**config.mk**
```make
export PLATFORM = sky130hd
export DESIGN_NAME = memfetch
export DESIGN_NICKNAME = d
export VERILOG_FILES = /design/src/rtl/memfetch_pkg.sv /design/src/rtl/memfetch_fifo.sv /design/src/rtl/memfetch.sv
export SDC_FILE = /design/constraint.sdc
export NUM_CORES = 1
export LEC_CHECK = 0
export ABC_AREA = 1
export BUFFER_PORTS_ARGS = -buffer_cell sky130_fd_sc_hd__buf_2
export CAP_MARGIN = 20
export CORE_UTILIZATION = 40
export CTS_CLUSTER_SIZE = 10
export DETAILED_ROUTE_END_ITERATION = 6
export GPL_ROUTABILITY_DRIVEN = 0
export HOLD_SLACK_MARGIN = 0.12
export PLACE_DENSITY = 0.64
export SLEW_MARGIN = 10
export SYNTH_ARGS = -nofsm -noshare
export SYNTH_HDL_FRONTEND = slang
export SYNTH_SLANG_ARGS = --single-unit
export TNS_END_PERCENT = 1
```
**constraint.sdc**
```tcl
create_clock -name clk -period 4.7 [get_ports clk]
set_clock_uncertainty 0.2 [all_clocks]
set_input_delay 0.47 -clock clk [delete_from_list [all_inputs] [get_ports clk]]
set_output_delay 0.47 -clock clk [all_outputs]
set_load 0.02 [all_outputs]
```
**src/rtl/memfetch_pkg.sv**
```systemverilog
// rtl/memfetch_pkg.sv - shared port-interface constants, FSM states and burst sizing for memfetch
package memfetch_pkg;

  localparam int ADDR_W    = 23;
  localparam int DATA_W    = 32;
  localparam int LEN_W     = 2;
  localparam int MAX_BURST = 4;

  typedef enum logic [1:0] {
    S_IDLE,
    S_CHECK,
    S_REQ,
    S_DRAIN
  } state_t;

  // Words in the next burst: never more than MAX_BURST, never past the end of the transfer.
  function automatic logic [2:0] burst_words(input logic [15:0] remain);
    return (remain >= 16'(MAX_BURST)) ? 3'(MAX_BURST) : remain[2:0];
  endfunction

endpackage

```
**src/rtl/memfetch_fifo.sv**
```systemverilog
// rtl/memfetch_fifo.sv - synchronous first-word-fall-through FIFO with fill count
module memfetch_fifo #(
  parameter int WIDTH = 32,
  parameter int LOG   = 4
) (
  input  logic             clk,
  input  logic             rst,
  input  logic             push,
  input  logic [WIDTH-1:0] wdata,
  input  logic             pop,
  output logic [WIDTH-1:0] rdata,
  output logic             empty,
  output logic             full,
  output logic [LOG:0]     fill
);

  localparam int DEPTH = 1 << LOG;

  logic [WIDTH-1:0] mem [DEPTH];
  logic [LOG-1:0]   wr_ptr;
  logic [LOG-1:0]   rd_ptr;
  logic             do_pop;

  // A pop on an empty FIFO is dropped, so a same-cycle push into an empty FIFO is simply stored.
  assign do_pop = pop && !empty;
  assign empty  = (fill == '0);
  assign full   = (fill == (LOG+1)'(DEPTH));
  assign rdata  = mem[rd_ptr];

  // Storage array; contents are don't-care until written, so it carries no reset.
  always_ff @(posedge clk) begin
    if (push) begin
      mem[wr_ptr] <= wdata;
    end
  end

  // Pointers and fill level; push and pop together leave the level unchanged.
  always_ff @(posedge clk) begin
    if (rst) begin
      wr_ptr <= '0;
      rd_ptr <= '0;
      fill   <= '0;
    end else begin
      if (push) begin
        wr_ptr <= wr_ptr + LOG'(1);
      end
      if (do_pop) begin
        rd_ptr <= rd_ptr + LOG'(1);
      end
      case ({push, do_pop})
        2'b10:   fill <= fill + (LOG+1)'(1);
        2'b01:   fill <= fill - (LOG+1)'(1);
        default: fill <= fill;
      endcase
    end
  end

endmodule

```
**src/rtl/memfetch.sv**
```systemverilog
// rtl/memfetch.sv - streaming burst read client for one DDR controller port
module memfetch
  import memfetch_pkg::*;
#(
  parameter int FIFOLOG = 4
) (
  input  logic              clk,
  input  logic              rst,
  input  logic              start,
  input  logic [ADDR_W-1:0] addr,
  input  logic [15:0]       count,
  output logic              busy,
  output logic [ADDR_W-1:0] memaddr,
  output logic [LEN_W-1:0]  memlen,
  output logic              memwr,
  output logic [DATA_W-1:0] memwdata,
  output logic              memreq,
  input  logic              memack,
  input  logic [DATA_W-1:0] memrdata,
  output logic [DATA_W-1:0] dout,
  output logic              doutvalid,
  input  logic              doutready
);

  localparam int DEPTH = 1 << FIFOLOG;

  state_t            state;
  state_t            state_next;
  logic [ADDR_W-1:0] nextaddr;
  logic [15:0]       remain;
  logic [15:0]       remain_after;
  logic [2:0]        burst_left;
  logic [2:0]        n;
  logic [FIFOLOG:0]  fill;
  logic [FIFOLOG:0]  free;
  logic [FIFOLOG:0]  need;
  logic              empty;
  logic              full;
  logic              push;
  logic              pop;
  logic              accept;
  logic              issue;
  logic              last_ack;

  // remain only changes on the last ack, so n stays the size of the burst in flight throughout REQ.
  assign n            = burst_words(remain);
  assign remain_after = remain - {13'd0, n};

  // Room is reserved before a request: free slots must cover this burst plus anything still owed.
  assign free = (FIFOLOG+1)'(DEPTH) - fill;
  assign need = (FIFOLOG+1)'(n) + (FIFOLOG+1)'(burst_left);

  assign push     = (state == S_REQ) && memack;
  assign pop      = doutvalid && doutready;
  assign last_ack = push && (burst_left == 3'd1);

  assign memreq    = (state == S_REQ);
  assign busy      = (state != S_IDLE);
  assign memwr     = 1'b0;
  assign memwdata  = '0;
  assign doutvalid = !empty;

  memfetch_fifo #(
    .WIDTH (DATA_W),
    .LOG   (FIFOLOG)
  ) u_fifo (
    .clk   (clk),
    .rst   (rst),
    .push  (push && !full),
    .wdata (memrdata),
    .pop   (pop),
    .rdata (dout),
    .empty (empty),
    .full  (full),
    .fill  (fill)
  );

  // State register.
  always_ff @(posedge clk) begin
    if (rst) begin
      state <= S_IDLE;
    end else begin
      state <= state_next;
    end
  end

  // Next-state logic; DRAIN exits on the final pop so busy drops the cycle after it.
  always_comb begin
    state_next = state;
    accept     = 1'b0;
    issue      = 1'b0;
    case (state)
      S_IDLE: begin
        if (start && (count != 16'd0)) begin
          accept     = 1'b1;
          state_next = S_CHECK;
        end
      end
      S_CHECK: begin
        if (free >= need) begin
          issue      = 1'b1;
          state_next = S_REQ;
        end
      end
      S_REQ: begin
        if (last_ack) begin
          state_next = (remain_after != 16'd0) ? S_CHECK : S_DRAIN;
        end
      end
      S_DRAIN: begin
        if (empty || ((fill == (FIFOLOG+1)'(1)) && pop)) begin
          state_next = S_IDLE;
        end
      end
      default: state_next = S_IDLE;
    endcase
  end

  // Transfer counters and the registered burst command, held stable while memreq is high.
  always_ff @(posedge clk) begin
    if (rst) begin
      nextaddr   <= '0;
      remain     <= '0;
      burst_left <= '0;
      memaddr    <= '0;
      memlen     <= '0;
    end else begin
      if (accept) begin
        nextaddr <= addr;
        remain   <= count;
      end
      if (issue) begin
        memaddr    <= nextaddr;
        memlen     <= LEN_W'(n - 3'd1);
        burst_left <= n;
      end
      if (push) begin
        burst_left <= burst_left - 3'd1;
      end
      if (last_ack) begin
        nextaddr <= nextaddr + ADDR_W'(n);
        remain   <= remain_after;
      end
    end
  end

endmodule

```
Yosys cells after proc, flatten, opt, wreduce, memory -nomap -nowiden:

Memories as Yosys holds them, arrays and structs flattened. A register that Yosys moved wholly into a read port is not among the register bits.
Cells that the tools add are included.

* add/subtract/negate cells: 10
* multipliers: 0
* div/mod/pow operators: 0
* magnitude comparators: 2
* equal/unequal tests: 12
* shift operators: 0
* muxes and demuxes: 22
* bitwise operators: 0
* reductions and logical operators: 19

Operators by type and width (number)
* $mux W23: 2
* $mux W16: 2
* $reduce_bool A16 Y1: 2
* $add A23 B3 Y23: 1
* $ge A16 B3 Y1 const B: 1
* $sub A16 B3 Y16: 1
* $mux W2: 5
* $pmux W5 S2: 1
* $mux W3: 3
* $add A4 B1 Y4 const B: 2
* $mux W4: 2
* $pmux W2 S4: 1
* $reduce_bool A2 Y1: 4
* $logic_and A1 B1 Y1: 7
* $eq A2 B2 Y1 const B: 3
* $mux W1: 6
* $ne A2 B2 Y1 const B: 3
* $add A5 B1 Y5 const B: 1
* $eq A5 B1 Y1 const B: 1
* $eq A5 B5 Y1 const B: 1
* $ge A5 B4 Y1: 1
* $logic_not A5 Y1: 1
* $sub A5 B1 Y5 const B: 1
* $sub A5 B5 Y5 const A: 1
* 10 further kinds: 12

* register bits: 82
* latch bits: 0
* bits in writable memories: 512
* bits in read-only memories: 0
* bits of input ports: 76
* output and inout port bits: 93
* word-level logic and storage cells: 75
* memories kept: 1

Memory list
* u_fifo.mem: words 16, bits a word 32, read ports 1, clocked after Yosys merged registers in 1, write ports 1, RTL line memfetch_fifo.sv:19 `logic [WIDTH-1:0] mem [DEPTH];`

Depth between registers and ports, before layout:

Gate-level depths: netlist of the first run.

* depth in word-level cells: 8
* depth in mapped cells: 21
* gate-level depth less buffers: 20

By module:

From an unflattened synthesis of the first run, not the netlist that was laid out.

* cells, all modules: 2380
* area, all modules: 26193.9 um^2

By module, submodules not included
* memfetch_fifo: times used 1, cells an instance 1751, area an instance 21873.5 um^2, seq. area each 15715.1 um^2
* memfetch: times used 1, cells an instance 629, area an instance 4320.4 um^2, seq. area each 1381.3 um^2

Least setup slack after synthesis of the first run:

No wires, ideal clock.

* kind: register to register
* from: register u_fifo.fill[0]
* to: memory u_fifo.mem[11][0], enable pin
* setup time: 0.421 ns
* data arrival time: 2.756 ns
* required time: 4.079 ns
* setup slack: 1.323 ns
* stages on the path, launching flop included: 9
* path buffers: 0
* clock period less this slack: 3.377 ns
* cell sequence: dfxtp_1 -> inv_1 -> ha_1 -> nand2_1 -> inv_1 -> ha_1 -> nor2_1 -> nand2_1 -> nor2_1

* word-level cells in the longest chain between the ends: 5

Ends and longest elaborated chain
* start, declared: RTL line memfetch_fifo.sv:14 `output logic [LOG:0] fill`
* start signal, assigned: RTL line memfetch_fifo.sv:51 `2'b10: fill <= fill + (LOG+1)'(1);`
* start signal, assigned: RTL line memfetch_fifo.sv:52 `2'b01: fill <= fill - (LOG+1)'(1);`
* start signal, assigned: RTL line memfetch_fifo.sv:53 `default: fill <= fill;`
* $eq A5 B5 Y1: RTL line memfetch_fifo.sv:27 `assign full = (fill == (LOG+1)'(DEPTH));`
* $logic_not A1 Y1: RTL line memfetch.sv:69 `.push (push && !full),`
* $logic_and A1 B1 Y1: RTL line memfetch.sv:69
* $mux W1: RTL line memfetch_fifo.sv:32 `if (push) begin`
* $mux W1 (implied by the code): RTL line memfetch_fifo.sv:33 `mem[wr_ptr] <= wdata;`
* end, declared: RTL line memfetch_fifo.sv:19

No other way between the ends.

Final worst setup path of the first run:

* from: register remain[10]
* to: register memaddr[5]

* word-level cells in the longest chain between the ends: 6

Ends and longest elaborated chain
* start, declared: RTL line memfetch.sv:30 `logic [15:0] remain;`
* start signal, assigned: RTL line memfetch.sv:130 `remain <= count;`
* start signal, assigned: RTL line memfetch.sv:142 `remain <= remain_after;`
* $ge A16 B3 Y1: RTL line memfetch_pkg.sv:18 `return (remain >= 16'(MAX_BURST)) ? 3'(MAX_BURST) : remain[2:0];`
* $mux W3: RTL line memfetch_pkg.sv:18
* $add A3 B3 Y4: RTL line memfetch.sv:51 `assign need = (FIFOLOG+1)'(n) + (FIFOLOG+1)'(burst_left);`
* $ge A5 B4 Y1: RTL line memfetch.sv:100 `if (free >= need) begin`
* $mux W1: RTL line memfetch.sv:100
* $mux W1: RTL line memfetch.sv:92 `case (state)`
* end signal, assigned: RTL line memfetch.sv:133 `memaddr <= nextaddr;`
* end, declared: RTL line memfetch.sv:13 `output logic [ADDR_W-1:0] memaddr,`

No other way between the ends.
A chain may end at the register's enable or synchronous reset.

==> implementation parameters, run 1 <==
Parameter                              Value

Clock network
  CTS tree    yes
  Later-pin clock latency in the skew report    0.61 ns
  Clock tree buffer depth    3
  # hold bufs at CTS    72
  Sinks on Clock Net    around 600
  Number of setup buffers added after CTS    0
  Clock transition at path regs    0.06 ns
  Clock buffer count from CTS    71
  Number of gates given a new drive strength after cts    0
  H-tree Lvls    3
  Master cell of the clock root buffer    sky130_fd_sc_hd__clkbuf_16

Timing
  Endpoints failing hold    0
  Final setup violating endpoints    0
  Worst-case headroom to the max-slew limit    0.3629
  Final total negative setup slack    0 ns
  Maximum clock frequency    256.8 MHz
  RSZ-0062 raised after global routing    false
  Max Transition Viols Final    0
  Fraction of the cycle the final worst path needs    0.8284
  Min Clock Period, post-route    3.894 ns
  Worst Max-Slew Pin Slew    0.9534 ns

Logic synthesis
  Synth warnings    0
  Mean instance size in the synthesized netlist    12.10 µm²
  Portion of synthesized cell area occupied by the leading cell type    0.6047
  Area leader, netlist    sky130_fd_sc_hd__edfxtp_1
  Count of state elements after synthesis    598
  Most frequently used flop master after synthesis    sky130_fd_sc_hd__edfxtp_1
  Async set-reset flop share out of synthesis    0
  Unique masters post-synth    48
  Portion of the post-synthesis area used by sequential elements    0.6724
  Number of enable flip-flop cells after synthesis    512
  Combined area of all synthesized cells    25420 µm²
  Dominant cells by area after synthesis    sky130_fd_sc_hd__edfxtp_1, sky130_fd_sc_hd__dfxtp_1, sky130_fd_sc_hd__mux2i_1
  Gate count of the mapped netlist    between 2000 and 2500

Route
  Router iterations before antenna repair    5
  Routed len/inst    ~19 µm
  Starting DRC count in detailed routing    between 1000 and 1500
  DRT antenna net count    0
  Wirelength, routed    about 61 mm
  Total via count in the routed design    16630
  Detailed-route vias per instance    5.247
  Post-detailed-route DRC marker count    0

Final layout
  Area growth from synthesis to layout    16.78%
  Net count reported at finish    2403
  Layout cells sized above 1    0.1322
  Highest-count cells in the layout ignoring fill and taps    sky130_fd_sc_hd__edfxtp_1, sky130_fd_sc_hd__o21ai_0, sky130_fd_sc_hd__inv_1
  Fin cells    3170
  Post-layout instance area    slightly below 30000 µm²
  Most common cell after layout, fill and taps aside    sky130_fd_sc_hd__edfxtp_1
  Core occupancy in the finished layout    0.4715

Place
  Dpl cells    between 3000 and 4000
  Instance area after placement    around 27000 µm²
  Detailed Place HPWL    34.65 mm
  Number of buffers inserted by port buffering    135

Pwr
  Fraction of power consumed by the clock network    0.303
  Power dissipated by switching net loads    5.386 mW
  Portion of total power attributed to sequential cells    0.396
  Cell Int Power    10.44 mW
  Net Sw Frac    0.3403
  IR Drop Worst-Case VDD    0.0003419 V
  Combinational fraction of design power    0.300
  Total chip power    15.83 mW
  Pwr Density    533.1 nW/µm²
  Cell leakage power    10.48 nW

Critical path
  Max FO, Critical Path    37
  CP max stage cell    sky130_fd_sc_hd__inv_2
  Sort of element at the end of the critical path    register
  Peak per-stage delay on the critical path    approximately 0.44 ns
  Critical path type    register to register
  Worst Path Arrival    4.23 ns
  Crit path launch type    register
  Cells along the critical path    nor2_2, nand2_1, nor2_2, nand2_2, nor2_1, ha_1, inv_1, fa_1, xor2_1, ha_1, a21boi_0, o21ai_1, nand3_1, nand2_1, buf_4, inv_2, o21ai_0, a21oi_1
  Data required time at the worst endpoint    5.04 ns

Run
  Max Cap Violations    0

Floorplanning
  Core Footprint    62970 µm²
  Die H    about 250 µm
  Placement Rows    92
  Die outline area    64570 µm²
  Effective utilization at floorplan    0.4038
  I/O pin count    roughly 170
  Die W    254.1 µm

Global route
  Total global routing track utilization    0.1881
  Via count of the first global-routing pass    16520
  Antenna violations before repair    2
  Global-route wire length before repair    93.16 mm
  Final global-route overflow total    0
  Pin count of the biggest net entering global routing    129

Status
  Run status    finished clean

Hold path
  Worst Hold Class    input port to register
Yosys cell counts, types with 4 or more instances:
master	instances
sky130_fd_sc_hd__nor2_1	112
sky130_fd_sc_hd__clkbuf_1	74
sky130_fd_sc_hd__o211ai_1	134
sky130_fd_sc_hd__inv_2	6
sky130_fd_sc_hd__a21oi_1	176
sky130_fd_sc_hd__nor2_2	6
sky130_fd_sc_hd__nand4_1	9
sky130_fd_sc_hd__mux2i_1	128
sky130_fd_sc_hd__edfxtp_1	512
sky130_fd_sc_hd__buf_1	5
sky130_fd_sc_hd__a221oi_1	5
sky130_fd_sc_hd__nor4_1	4
sky130_fd_sc_hd__dfxtp_1	86
sky130_fd_sc_hd__xnor2_1	4
sky130_fd_sc_hd__nand2_1	176
sky130_fd_sc_hd__inv_1	212
sky130_fd_sc_hd__o221ai_1	5
sky130_fd_sc_hd__or2_2	5
sky130_fd_sc_hd__a31oi_1	17
sky130_fd_sc_hd__buf_2	25
sky130_fd_sc_hd__o21ai_0	211
sky130_fd_sc_hd__nand2_2	6
sky130_fd_sc_hd__buf_4	42
sky130_fd_sc_hd__nand3_1	72
sky130_fd_sc_hd__xor2_1	6
sky130_fd_sc_hd__nor3_1	10
sky130_fd_sc_hd__ha_1	24
layout make-up:
cell class	count	area [µm²]
antenna	2	5.005
clock buffer	84	1847
clock inverter	10	118.9
fill	5536	33270
inverter	219	825.8
multi-input combinational	1170	7000
sequential	598	17110
tap	846	1059
timing repair buffer	241	1727
through the flow:
stage	hold WS [ns]	setup slack, ns
finish	0.2095	0.8065
global route	0.2254	0.4697
CTS	0.1891	0.8197
detailed placement	0.2528	0.8278
global placement	0.2205	0.9984
floorplan	0.2121	1.323
power groups by stage:
stage | combinational [mW] | clock (mW) | sequential (mW)
finish | 4.76 | 4.80 | 6.28
global placement | 4.64 | 0 | 6.37
floorplan | 3.38 | 0 | 6.39
CTS | 4.79 | 4.89 | 6.27
detailed placement | 4.72 | 0 | 6.37
global route | 5.31 | 5.07 | 6.31
critical path: cells and delay by family (launching register included):
kind	cells	cell delay, ns
compound gates	4	0.60
flops	1	0.35
buf+inv	3	0.71
xor+xnor	1	0.15
fa+ha+maj	3	0.88
simple gates	7	0.91
flip-flops by register name (all words and copies together) (netlist names), named ones only:
signal	cells
burst_left	3
u_fifo.fill	5
remain	16
memaddr	23
u_fifo.rd_ptr	4
nextaddr	23
u_fifo.wr_ptr	4
u_fifo.mem	512
memlen	2
state	2
per-layer routing:
layer  vias to the layer above  routed length [µm]  GRT usage
met5                         -                   0          0
met4                         0                1168    0.05336
met3                        88                3614    0.03616
met2                       510               29420     0.3144
met1                      8128               26570     0.2486
li1                       7908                   -          -
path summary, 6_finish.rpt:
kind                                      start                        to  slack [ns]  depth (start not counted)
hold / removal                          addr[7]  nextaddr[7]$_SDFFE_PP0P_        0.21                          5
hold reg to reg   u_fifo.rd_ptr[3]$_SDFFE_PP0P_                  register        0.26                          1
setup reg to reg        remain[10]$_SDFFE_PP0P_   memaddr[5]$_SDFFE_PP0P_        0.81                         18
setup / recovery        remain[10]$_SDFFE_PP0P_   memaddr[5]$_SDFFE_PP0P_        0.81                         18
cell families after synthesis:
group | share of synthesized area
flops | 0.6724
xor+xnor | 0.003445
fa+ha+maj | 0.01339
simple gates | 0.07047
compound gates | 0.1279
other cells | 0.0001475
buf+inv | 0.06181
mux | 0.05039
No activity file was read; power rests on OpenSTA's default activity.
==> inputs of run 2 (changes only) <==
- ABC_AREA: 1 -> 0
- PLACE_DENSITY: 0.64 -> 0.66
- clock period: 4.7 -> 3.3 ns (I/O delays scaled with it)
==> implementation parameters, run 2 <==
Parameter                              Value

Status
  Run status    finished, violations left
  Violations in the final reports    negative setup slack

Logic synthesis
  Compound-Gate Fraction of Synth Area    0.05074
  Cell with the most instances after synthesis    sky130_fd_sc_hd__edfxtp_1
  Combined area of all synthesized cells    24310 µm²
  Adder-cell share of the synthesized area    0.01400
  Portion of synthesized cell area occupied by the leading cell type    0.6324
  Commonest cells in the synthesized netlist    sky130_fd_sc_hd__edfxtp_1, sky130_fd_sc_hd__mux4_2, sky130_fd_sc_hd__dfxtp_1, sky130_fd_sc_hd__a21oi_1
  Most frequently used flop master after synthesis    sky130_fd_sc_hd__edfxtp_1
  Combinational family with the most area after synthesis    multiplexers
  Post-synthesis share of cell area spent on and, or, nand and nor gates    0.04807
  Gate count of the mapped netlist    1366
  Unique masters post-synth    75
  Portion of the post-synthesis area used by sequential elements    0.7032
  Dominant cells by area after synthesis    sky130_fd_sc_hd__edfxtp_1, sky130_fd_sc_hd__mux4_2, sky130_fd_sc_hd__dfxtp_1
  Async set-reset flop share out of synthesis    0
  Xor/xnor cell area share of the yosys netlist    0.005764
  Share of cell area taken by muxes after synthesis    0.1503
  Number of enable flip-flop cells after synthesis    512
  Area leader, netlist    sky130_fd_sc_hd__edfxtp_1
  Synth warnings    0
  Mean instance size in the synthesized netlist    17.80 µm²
  Count of state elements after synthesis    ~600

Pwr
  IR Drop Worst-Case VDD    0.0004833 V
  Cell leakage power    9.720 nW
  Pwr Density    689.6 nW/µm²

Clock network
  Master cell of the clock root buffer    sky130_fd_sc_hd__clkbuf_16
  Clock tree buffer depth    3
  Sinks on Clock Net    598
  Later-pin clock latency in the skew report    0.61 ns
  CTS tree    yes
  H-tree Lvls    3
  Clock transition at path regs    0.06 ns
  Clock buffer count from CTS    just over 70

Timing
  Final total negative setup slack    -19.03 ns
  Worst-case headroom to the max-slew limit    0.3113
  Min Clock Period, post-route    3.865 ns
  Worst Max-Slew Pin Slew    1.033 ns
  Final worst setup slack    -0.5648 ns
  RSZ-0062 raised after global routing    true
  Fraction of the cycle the final worst path needs    1.171
  Maximum clock frequency    258.7 MHz
  Endpoints failing hold    0
  Max Transition Viols Final    0
  Final setup violating endpoints    50

Final layout
  Post-layout instance area    approximately 30000 µm²
  Largest Register    u_fifo.mem
  Net count reported at finish    1773
  Biggest regs    u_fifo.mem x512, memaddr x23, nextaddr x23
  Most common cell after layout, fill and taps aside    sky130_fd_sc_hd__edfxtp_1
  Max reg flops    512
  Area growth from synthesis to layout    22.43%
  Layout cells sized above 1    0.3217
  Highest-count cells in the layout ignoring fill and taps    sky130_fd_sc_hd__edfxtp_1, sky130_fd_sc_hd__mux4_2, sky130_fd_sc_hd__buf_2

Global route
  Via count of the first global-routing pass    14280
  Pin count of the biggest net entering global routing    47
  Met1 Resource Use GR    0.2334
  Met2 track demand over resource in global routing    0.3201
  Antenna violations before repair    2
  Busiest layer in global routing    met2
  Global-route wire length before repair    85.06 mm
  Final global-route overflow total    0
  Total global routing track utilization    0.1823
  Met3 Track Usage GR    0.03130

Route
  Starting DRC count in detailed routing    between 1000 and 1500
  DRT antenna net count    0
  Routed len/inst    22.72 µm
  Wirelength, routed    56.23 mm
  Detailed-route vias per instance    roughly 5.5
  Router iterations before antenna repair    5
  Total via count in the routed design    13640
  Post-detailed-route DRC marker count    0

Place
  Detailed Place HPWL    around 33 mm
  Instance area after placement    26760 µm²
  Number of buffers inserted by port buffering    about 140

Critical path
  CP max stage cell    sky130_fd_sc_hd__or4_4
  Worst Path Arrival    4.20 ns
  Max FO, Critical Path    7
  Crit path launch type    register
  Data required time at the worst endpoint    about 3.6 ns
  Critical path type    register to register
  Peak per-stage delay on the critical path    0.53 ns
  Cells along the critical path    or4_4, or3_4, nor3_4, and2_4, ha_4, inv_2, fa_1, ha_1, a21o_1, a21oi_2, o21a_2, buf_12, buf_8, o21ai_1, a21oi_1
  Sort of element at the end of the critical path    register

Floorplanning
  Die H    ~250 µm
  Die W    between 200 and 250 µm
  Core Footprint    approximately 60000 µm²
  Effective utilization at floorplan    0.4036
  Die outline area    61770 µm²
  Placement Rows    90
  I/O pin count    roughly 170

Hold path
  Worst Hold Class    register to register

Run
  Max Cap Violations    0
## run 2: area by class of cell
cell class / instances / area (µm²)
clock buffers: 83 / 1832
clock inverters: 10 / 237.7
multi-input cells: 662 / 6910
well taps: 782 / 978.4
flip-flops and latches: 598 / 17110
diodes: 2 / 5.005
repair buffers: 317 / 2614
fillers: 4830 / 30480
inverters: 21 / 78.83
## run 2: final timing paths
check	startpoint	endpoint	slack (ns)	cells past startpoint
setup / recovery	remain[4]$_SDFFE_PP0P_	memaddr[20]$_SDFFE_PP0P_	-0.56	15
hold / removal	memaddr[4]$_SDFFE_PP0P_	memaddr[4]$_SDFFE_PP0P_	0.28	2
setup reg to reg	remain[4]$_SDFFE_PP0P_	memaddr[20]$_SDFFE_PP0P_	-0.56	15
hold reg to reg	memaddr[4]$_SDFFE_PP0P_	memaddr[4]$_SDFFE_PP0P_	0.28	2
## run 2: kinds of logic after synthesis
kind of cell / after synthesis
xor gates and xnor gates: 16
DFF: 598
and+or+nand+nor: 227
other: 1
adders and majority gates: 26
buffers and inverters: 139
muxes: 165
AOI/OAI and AO/OA: 194
## run 2: report_power, final
group	total (mW)	internal, mW	leakage (nW)	switching, mW
logic	4.78	2.34	3.41	2.43
clock network	7.09	4.12	0.998	2.97
registers	8.66	8.42	5.31	0.236
## run 2: repair_timing
action	in CTS	in global routing
pin swaps	25	9
endpoints found under the setup margin	52	53
hold buffers	82	0
buffers inserted	1	0
cloned	0	0
hold endpoints to repair	559	0
resized for setup	20	13
## run 2: per-layer routing
metal,vias to the layer above,share of wire
met3,81,0.056
met1,7013,0.41
met5,-,0
met4,0,0.020
met2,492,0.52
li1,6053,-
## run 2: through the flow
stage / power (mW) / utilization / hold WS [ns] / instances / worst slack [ns]
final: 20.53 / 0.4941 / 0.2830 / 2475 / -0.5648
after global routing: 21.33 / 0.4941 / 0.3022 / 2475 / -0.7012
after CTS: 20.64 / 0.4933 / 0.2819 / 2473 / -0.5211
after detailed placement: 13.40 / 0.4441 / 0.2684 / 2297 / -0.6247
after global placement: 13.33 / 0.4441 / 0.2639 / 2297 / -0.5686
after floorplan: 11.99 / - / 0.2289 / 1399 / -0.5859
## run 2: critical path, delay by kind of cell (launching register included)
kind	cells	cell delay, ns
and+or+nand+nor	4	1.34
adders and majority gates	3	0.86
AOI/OAI and AO/OA	5	0.80
DFF	1	0.32
buffers and inverters	3	0.26
